==> src/rtl/ram_arb_pkg.sv <==
// ram_arb_pkg: shared constants and types for the 4-requester TDP RAM arbiter.
// Holds NREQ/AW/DW, the requester id type, the per-port read tag and a one-hot helper.
package ram_arb_pkg;
  localparam int NREQ = 4;
  localparam int AW = 9;
  localparam int DW = 16;
  typedef logic [1:0] req_id_t;
  typedef struct packed {
    logic    rd;
    req_id_t id;
  } tag_t;
  function automatic logic [NREQ-1:0] onehot(input req_id_t id);
    return NREQ'(1) << id;
  endfunction
endpackage

==> src/rtl/ram_arb_tag_pipe.sv <==
// ram_arb_tag_pipe: two-stage read-tag delay line for one RAM port.
// Ports: clk, rst_n (sync active-low clear), tag_i (tag of this cycle's grant),
//        vld_o (one-hot response strobe, aligned with the RAM's registered output).
module ram_arb_tag_pipe
  import ram_arb_pkg::*;
(
  input  logic            clk,
  input  logic            rst_n,
  input  tag_t            tag_i,
  output logic [NREQ-1:0] vld_o
);
  tag_t s1_q, s2_q;
  always_ff @(posedge clk) begin
    if (!rst_n) begin
      s1_q <= '0;
      s2_q <= '0;
    end else begin
      s1_q <= tag_i;
      s2_q <= s1_q;
    end
  end
  assign vld_o = s2_q.rd ? onehot(s2_q.id) : '0;
endmodule

==> src/rtl/ram_tdp_arbiter_4x512x16.sv <==
// ram_tdp_arbiter_4x512x16: grants up to two of four requesters onto a 512x16 true-dual-port RAM.
// Ports: clk, rst_n (sync active-low); req_valid/req_we/req_addr/req_din in, req_ready out;
//        rsp_valid/rsp_data out (read returns, two cycles after the grant);
//        weA/reA/addrA/dinA, weB/reB/addrB/dinB out and doutA/doutB in (RAM side).
// Build option: RAM_ARB_FIXED_PRIO_EN selects fixed priority (requester 0 highest)
//               instead of round-robin.
module ram_tdp_arbiter_4x512x16
  import ram_arb_pkg::*;
(
  input  logic              clk,
  input  logic              rst_n,
  input  logic [NREQ-1:0]    req_valid,
  input  logic [NREQ-1:0]    req_we,
  input  logic [NREQ*AW-1:0] req_addr,
  input  logic [NREQ*DW-1:0] req_din,
  output logic [NREQ-1:0]    req_ready,
  output logic [NREQ-1:0]    rsp_valid,
  output logic [NREQ*DW-1:0] rsp_data,
  output logic              weA,
  output logic              weB,
  output logic              reA,
  output logic              reB,
  output logic [AW-1:0]      addrA,
  output logic [AW-1:0]      addrB,
  output logic [DW-1:0]      dinA,
  output logic [DW-1:0]      dinB,
  input  logic [DW-1:0]      doutA,
  input  logic [DW-1:0]      doutB
);
  req_id_t         start, id_a, id_b;
  logic            cand_a, cand_b, hazard, gnt_a, gnt_b, we_a, we_b;
  logic [AW-1:0]   addr_a, addr_b;
  logic [NREQ-1:0] vld_a, vld_b;
  tag_t            tag_a, tag_b;
  always_comb begin
    req_id_t idx;
    idx = '0;
    cand_a = 1'b0;
    cand_b = 1'b0;
    id_a = '0;
    id_b = '0;
    for (int k = 0; k < NREQ; k++) begin
      idx = start + req_id_t'(k);
      if (req_valid[idx] && !cand_a) begin
        cand_a = 1'b1;
        id_a = idx;
      end else if (req_valid[idx] && !cand_b) begin
        cand_b = 1'b1;
        id_b = idx;
      end
    end
  end
  assign addr_a = req_addr[id_a*AW +: AW];
  assign addr_b = req_addr[id_b*AW +: AW];
  assign we_a = req_we[id_a];
  assign we_b = req_we[id_b];
  // port B candidate is dropped (never replaced) on a same-address write conflict
  assign hazard = cand_b && addr_a == addr_b && (we_a || we_b);
  assign gnt_a = rst_n && cand_a;
  assign gnt_b = rst_n && cand_b && !hazard;
  assign req_ready = (gnt_a ? onehot(id_a) : '0) | (gnt_b ? onehot(id_b) : '0);
  assign weA = gnt_a && we_a;
  assign reA = gnt_a && !we_a;
  assign weB = gnt_b && we_b;
  assign reB = gnt_b && !we_b;
  assign addrA = gnt_a ? addr_a : '0;
  assign addrB = gnt_b ? addr_b : '0;
  assign dinA = gnt_a ? req_din[id_a*DW +: DW] : '0;
  assign dinB = gnt_b ? req_din[id_b*DW +: DW] : '0;
`ifdef RAM_ARB_FIXED_PRIO_EN
  assign start = '0;
`else
  req_id_t rr_q, rr_d;
  assign rr_d = gnt_b ? id_b + 2'd1 : gnt_a ? id_a + 2'd1 : rr_q;
  always_ff @(posedge clk) begin
    rr_q <= !rst_n ? '0 : rr_d;
  end
  assign start = rr_q;
`endif
  assign tag_a = {reA, id_a};
  assign tag_b = {reB, id_b};
  ram_arb_tag_pipe u_pipe_a (.clk(clk), .rst_n(rst_n), .tag_i(tag_a), .vld_o(vld_a));
  ram_arb_tag_pipe u_pipe_b (.clk(clk), .rst_n(rst_n), .tag_i(tag_b), .vld_o(vld_b));
  always_comb begin
    rsp_valid = rst_n ? (vld_a | vld_b) : '0;
    rsp_data = '0;
    for (int i = 0; i < NREQ; i++) begin
      rsp_data[i*DW +: DW] = !rst_n ? '0 : vld_a[i] ? doutA : vld_b[i] ? doutB : '0;
    end
  end
endmodule

==> config.mk <==
export PLATFORM = sky130hd
export DESIGN_NAME = ram_tdp_arbiter_4x512x16
export DESIGN_NICKNAME = d
export VERILOG_FILES = /design/src/rtl/ram_arb_pkg.sv /design/src/rtl/ram_arb_tag_pipe.sv /design/src/rtl/ram_tdp_arbiter_4x512x16.sv
export SDC_FILE = /design/constraint.sdc
export NUM_CORES = 1
export LEC_CHECK = 0
export ABC_AREA = 1
export ABC_CLOCK_PERIOD_IN_PS = 7930
export BUFFER_PORTS_ARGS = -buffer_cell sky130_fd_sc_hd__buf_2
export CORE_ASPECT_RATIO = 0.75
export CORE_MARGIN = 2
export CORE_UTILIZATION = 35
export CTS_CLUSTER_DIAMETER = 100
export DETAILED_ROUTE_END_ITERATION = 8
export MAX_ROUTING_LAYER = met4
export PLACE_DENSITY = 0.73
export SLEW_MARGIN = 10
export SYNTH_ARGS = -nofsm -noshare
export SYNTH_HDL_FRONTEND = slang
export SYNTH_SLANG_ARGS = --single-unit
==> constraint.sdc <==
create_clock -name clk -period 7.93 [get_ports clk]
set_input_delay 1.586 -clock clk [delete_from_list [all_inputs] [get_ports clk]]
set_output_delay 1.586 -clock clk [all_outputs]
set_load 0.05 [all_outputs]
==> results by group <==
Run status
  – Status: finished, final reports clean

Placed design
  – Port Buffers: around 270
  – RePlAce Congestion: between 0.9 and 1
  – Placed insts: about 1,100
  – HPWL Detailed: 12,800 µm
  – Post-place setup slack: ~1.2 ns

STA
  – Worst Slack Setup Final: about 1.1 ns
  – Final Cycle Share: 86.3%
  – Actual slew at the worst max-slew pin: a little over 0.9 ns
  – # setup viols final: 0
  – Final Hold Fails: 0
  – Unrepaired setup endpoints after global routing: false
  – WHS: between 0.4 and 0.5 ns
  – Setup Skew: approximately 0.0034 ns
  – Worst relative slew slack: around two fifths
  – Slew Viols, Final: 0
  – Setup TNS: 0 ns
  – Max frequency: 0.146 GHz
  – Final worst path period need: between 6 and 7 ns

Die
  – Die height: 93.8 µm
  – Die area: approximately 0.012 mm²
  – Row count: 32
  – Die width: around 120 µm
  – Starting Density: between 30% and 40%
  – CORE AREA: ~0.010 mm²
  – Io pins: 268

Clock network
  – CTS Buf Count: 3
  – Post-CTS sizing: 0
  – CTS Sinks: 14
  – Hold-fix buffers at CTS: 0
  – Clock-pin slew on the worst setup and hold paths: ~0.04 ns
  – Postcts setup bufs: 0
  – Clock Tree Root: clkbuf_16
  – CTS tree: built
  – H-tree depth: 1
  – Clk_lat worst skew: roughly 0.24 ns
  – Clock Path Buffers: 2

Final layout
  – Multi-input logic area: between 0.002 and 0.003 mm²
  – Flip-flop and latch area: between 200 and 300 µm²
  – Nets: approximately 1,100
  – # fillers: 1,149
  – Final Non-Filler Cells: around 1,100
  – Layout overhead on the synthesized area: 37.2%
  – Layout cells sized above 1: 31.0%

Setup path
  – Kind of critical path: in2out
  – Worst EP required: approximately 6.3 ns
  – Most common cell on crit path: nand2_1
  – Crit-path slowest cell: nand2_1
  – CP max stage delay: around 0.68 ns
  – WP data arrival: around 5.3 ns
  – CP endpoint kind: primary output
  – Worst setup SP type: input pin
  – Worst-path fanout max: 36
  – CP Cell Sequence: buf_2 -> nand2_1 -> nand2_1 -> nand2_1 -> nand2_4 -> nand2_1 -> nand2_1 -> o21ai_0 -> o211ai_1 -> nand2_1 -> nand2_1 -> nor2_1 -> a21oi_1 -> nand2_1 -> nor2_1 -> nor2_1 -> nand3_2 -> nand2_4 -> nor3_1 -> buf_2

Synthesis
  – Sequential share of the synthesized area: under 10%
  – Ys flop type: dfxtp_1
  – Async S/R FF share, synth: 0%
  – Cell count after synthesis: roughly 740
  – Distinct cells, synth: 30
  – Synth Area per Inst: around 5.1 µm²
  – Post-synthesis cell area: approximately 0.0038 mm²
  – Yosys warning count: 0
  – EDFF count, synth: 0
  – Synth Register Bits: 14
  – Synth Net Count: ~880

Routing
  – DRC Markers: 0
  – Drt first pass iters: 5
  – Final WL: ~17,000 µm
  – DR vias: around 6,000
  – Drt wl/cell: between 10 and 15 µm
  – Initial drt markers: ~460
  – Antenna-violating nets left: 0
  – DR vias/cell: between 5 and 6

Global routing
  – Largest net degree at the start of global routing: 37
  – Routing usage on met3: about 2.5%
  – Met1 usage: 34.1%
  – Initial antenna violation count: 1
  – First-pass GRT wire length: 25,300 µm
  – Met2 usage: 47.3%
  – GRT overflow: 0
  – Vias in the first global route: between 5,000 and 6,000
  – Total track usage: 27.4%
  – Busiest grt layer: met2

Min path
  – Min-delay worst type: reg2reg

Flow run
  – MaxCap Viol Count: 0
[routing by layer]
layer,vias to the layer above,part of all wire (%)
li1,2952,-
met2,347,48
met5,-,0
met4,0,1.6
met1,2659,41
met3,24,9.0
[worst paths after layout]
check,to,startpoint,cells past startpoint,slack (ns)
max,dinB[11],req_valid[2],20,1.08
min,u_pipe_b.s2_q[1],u_pipe_b.s1_q[1],2,0.41
max reg2reg,rr_q[1],rr_q[0],24,3.45
min reg2reg,u_pipe_b.s2_q[1],u_pipe_b.s1_q[1],2,0.41
[cell type report]
class | instances | area share [%]
tap | 136 | 3.30
timing repair buffer | 271 | 26.5
sequential | 14 | 5.43
inverter | 104 | 7.56
clock buffer | 3 | 1.45
multi-input combinational | 578 | 55.8
antenna | 1 | 0.0485
[cell families (layout without fill, tap and decap cells)]
group                  count (synthesis)  after routing  share of synthesized area (%)
other                                  0              1                              0
DFF                                   14             14                           7.45
buffers and inverters                147            378                           16.0
AOI/OAI and AO/OA                    152            152                           27.4
and+or+nand+nor                      426            426                           49.1
[flip-flops by register name (all words and copies together), names as in the netlist]
signal	flops
rr_q	2
u_pipe_a.s1_q	3
u_pipe_a.s2_q	3
u_pipe_b.s1_q	3
u_pipe_b.s2_q	3
[worst max-delay path: cells and delay by family]
kind / cells / cell delay [ns]
AOI/OAI and AO/OA: 3 / 0.41
and+or+nand+nor: 15 / 2.85
buffers and inverters: 2 / 0.41
[layout by cell type (no fill, tap or decap), types with 4 or more instances in the layout]
cell type and n:
a211oi_1 64, o21ai_0 13, nand2_4 6, dfxtp_1 14
o21ai_1 4, buf_2 267, inv_2 8, nor2_1 118
nand3_1 60, buf_4 4, nand4_1 6, o221ai_1 6
nand3_2 4, nor3_1 32, a21oi_1 6, nand2_1 192
o22ai_1 49, inv_1 96
[metrics by stage]
stage / cell area (µm²) / utilization (%)
5_1_grt: 5160 / 49.8
6_report: 5160 / 49.8
3_3_place_gp: 5090 / 49.0
4_1_cts: 5160 / 49.8
3_5_place_dp: 5090 / 49.0
2_1_floorplan: 3760 / -
[cells in the mapped netlist, types with 4 or more instances]
| master | count | area share (%) |
|---|---|---|
| o21ai_1 | 4 | 0.53 |
| nor2_1 | 118 | 12 |
| inv_1 | 96 | 9.6 |
| o21ai_0 | 13 | 1.7 |
| clkbuf_1 | 28 | 2.8 |
| nand4_1 | 6 | 1.0 |
| buf_6 | 4 | 1.2 |
| o22ai_1 | 49 | 8.1 |
| inv_2 | 8 | 0.80 |
| nand2_1 | 192 | 19 |
| nand3_2 | 4 | 1.1 |
| dfxtp_1 | 14 | 7.4 |
| a211oi_1 | 64 | 13 |
| nand2_4 | 6 | 1.8 |
| o221ai_1 | 6 | 1.4 |
| buf_2 | 8 | 1.1 |
| nand3_1 | 60 | 8.0 |
| nor3_1 | 32 | 4.3 |
| a21oi_1 | 6 | 0.80 |
Power is left out: the tool's default activity adds up to more than one toggle a clock period on the data nets, which glitch-free logic cannot reach.
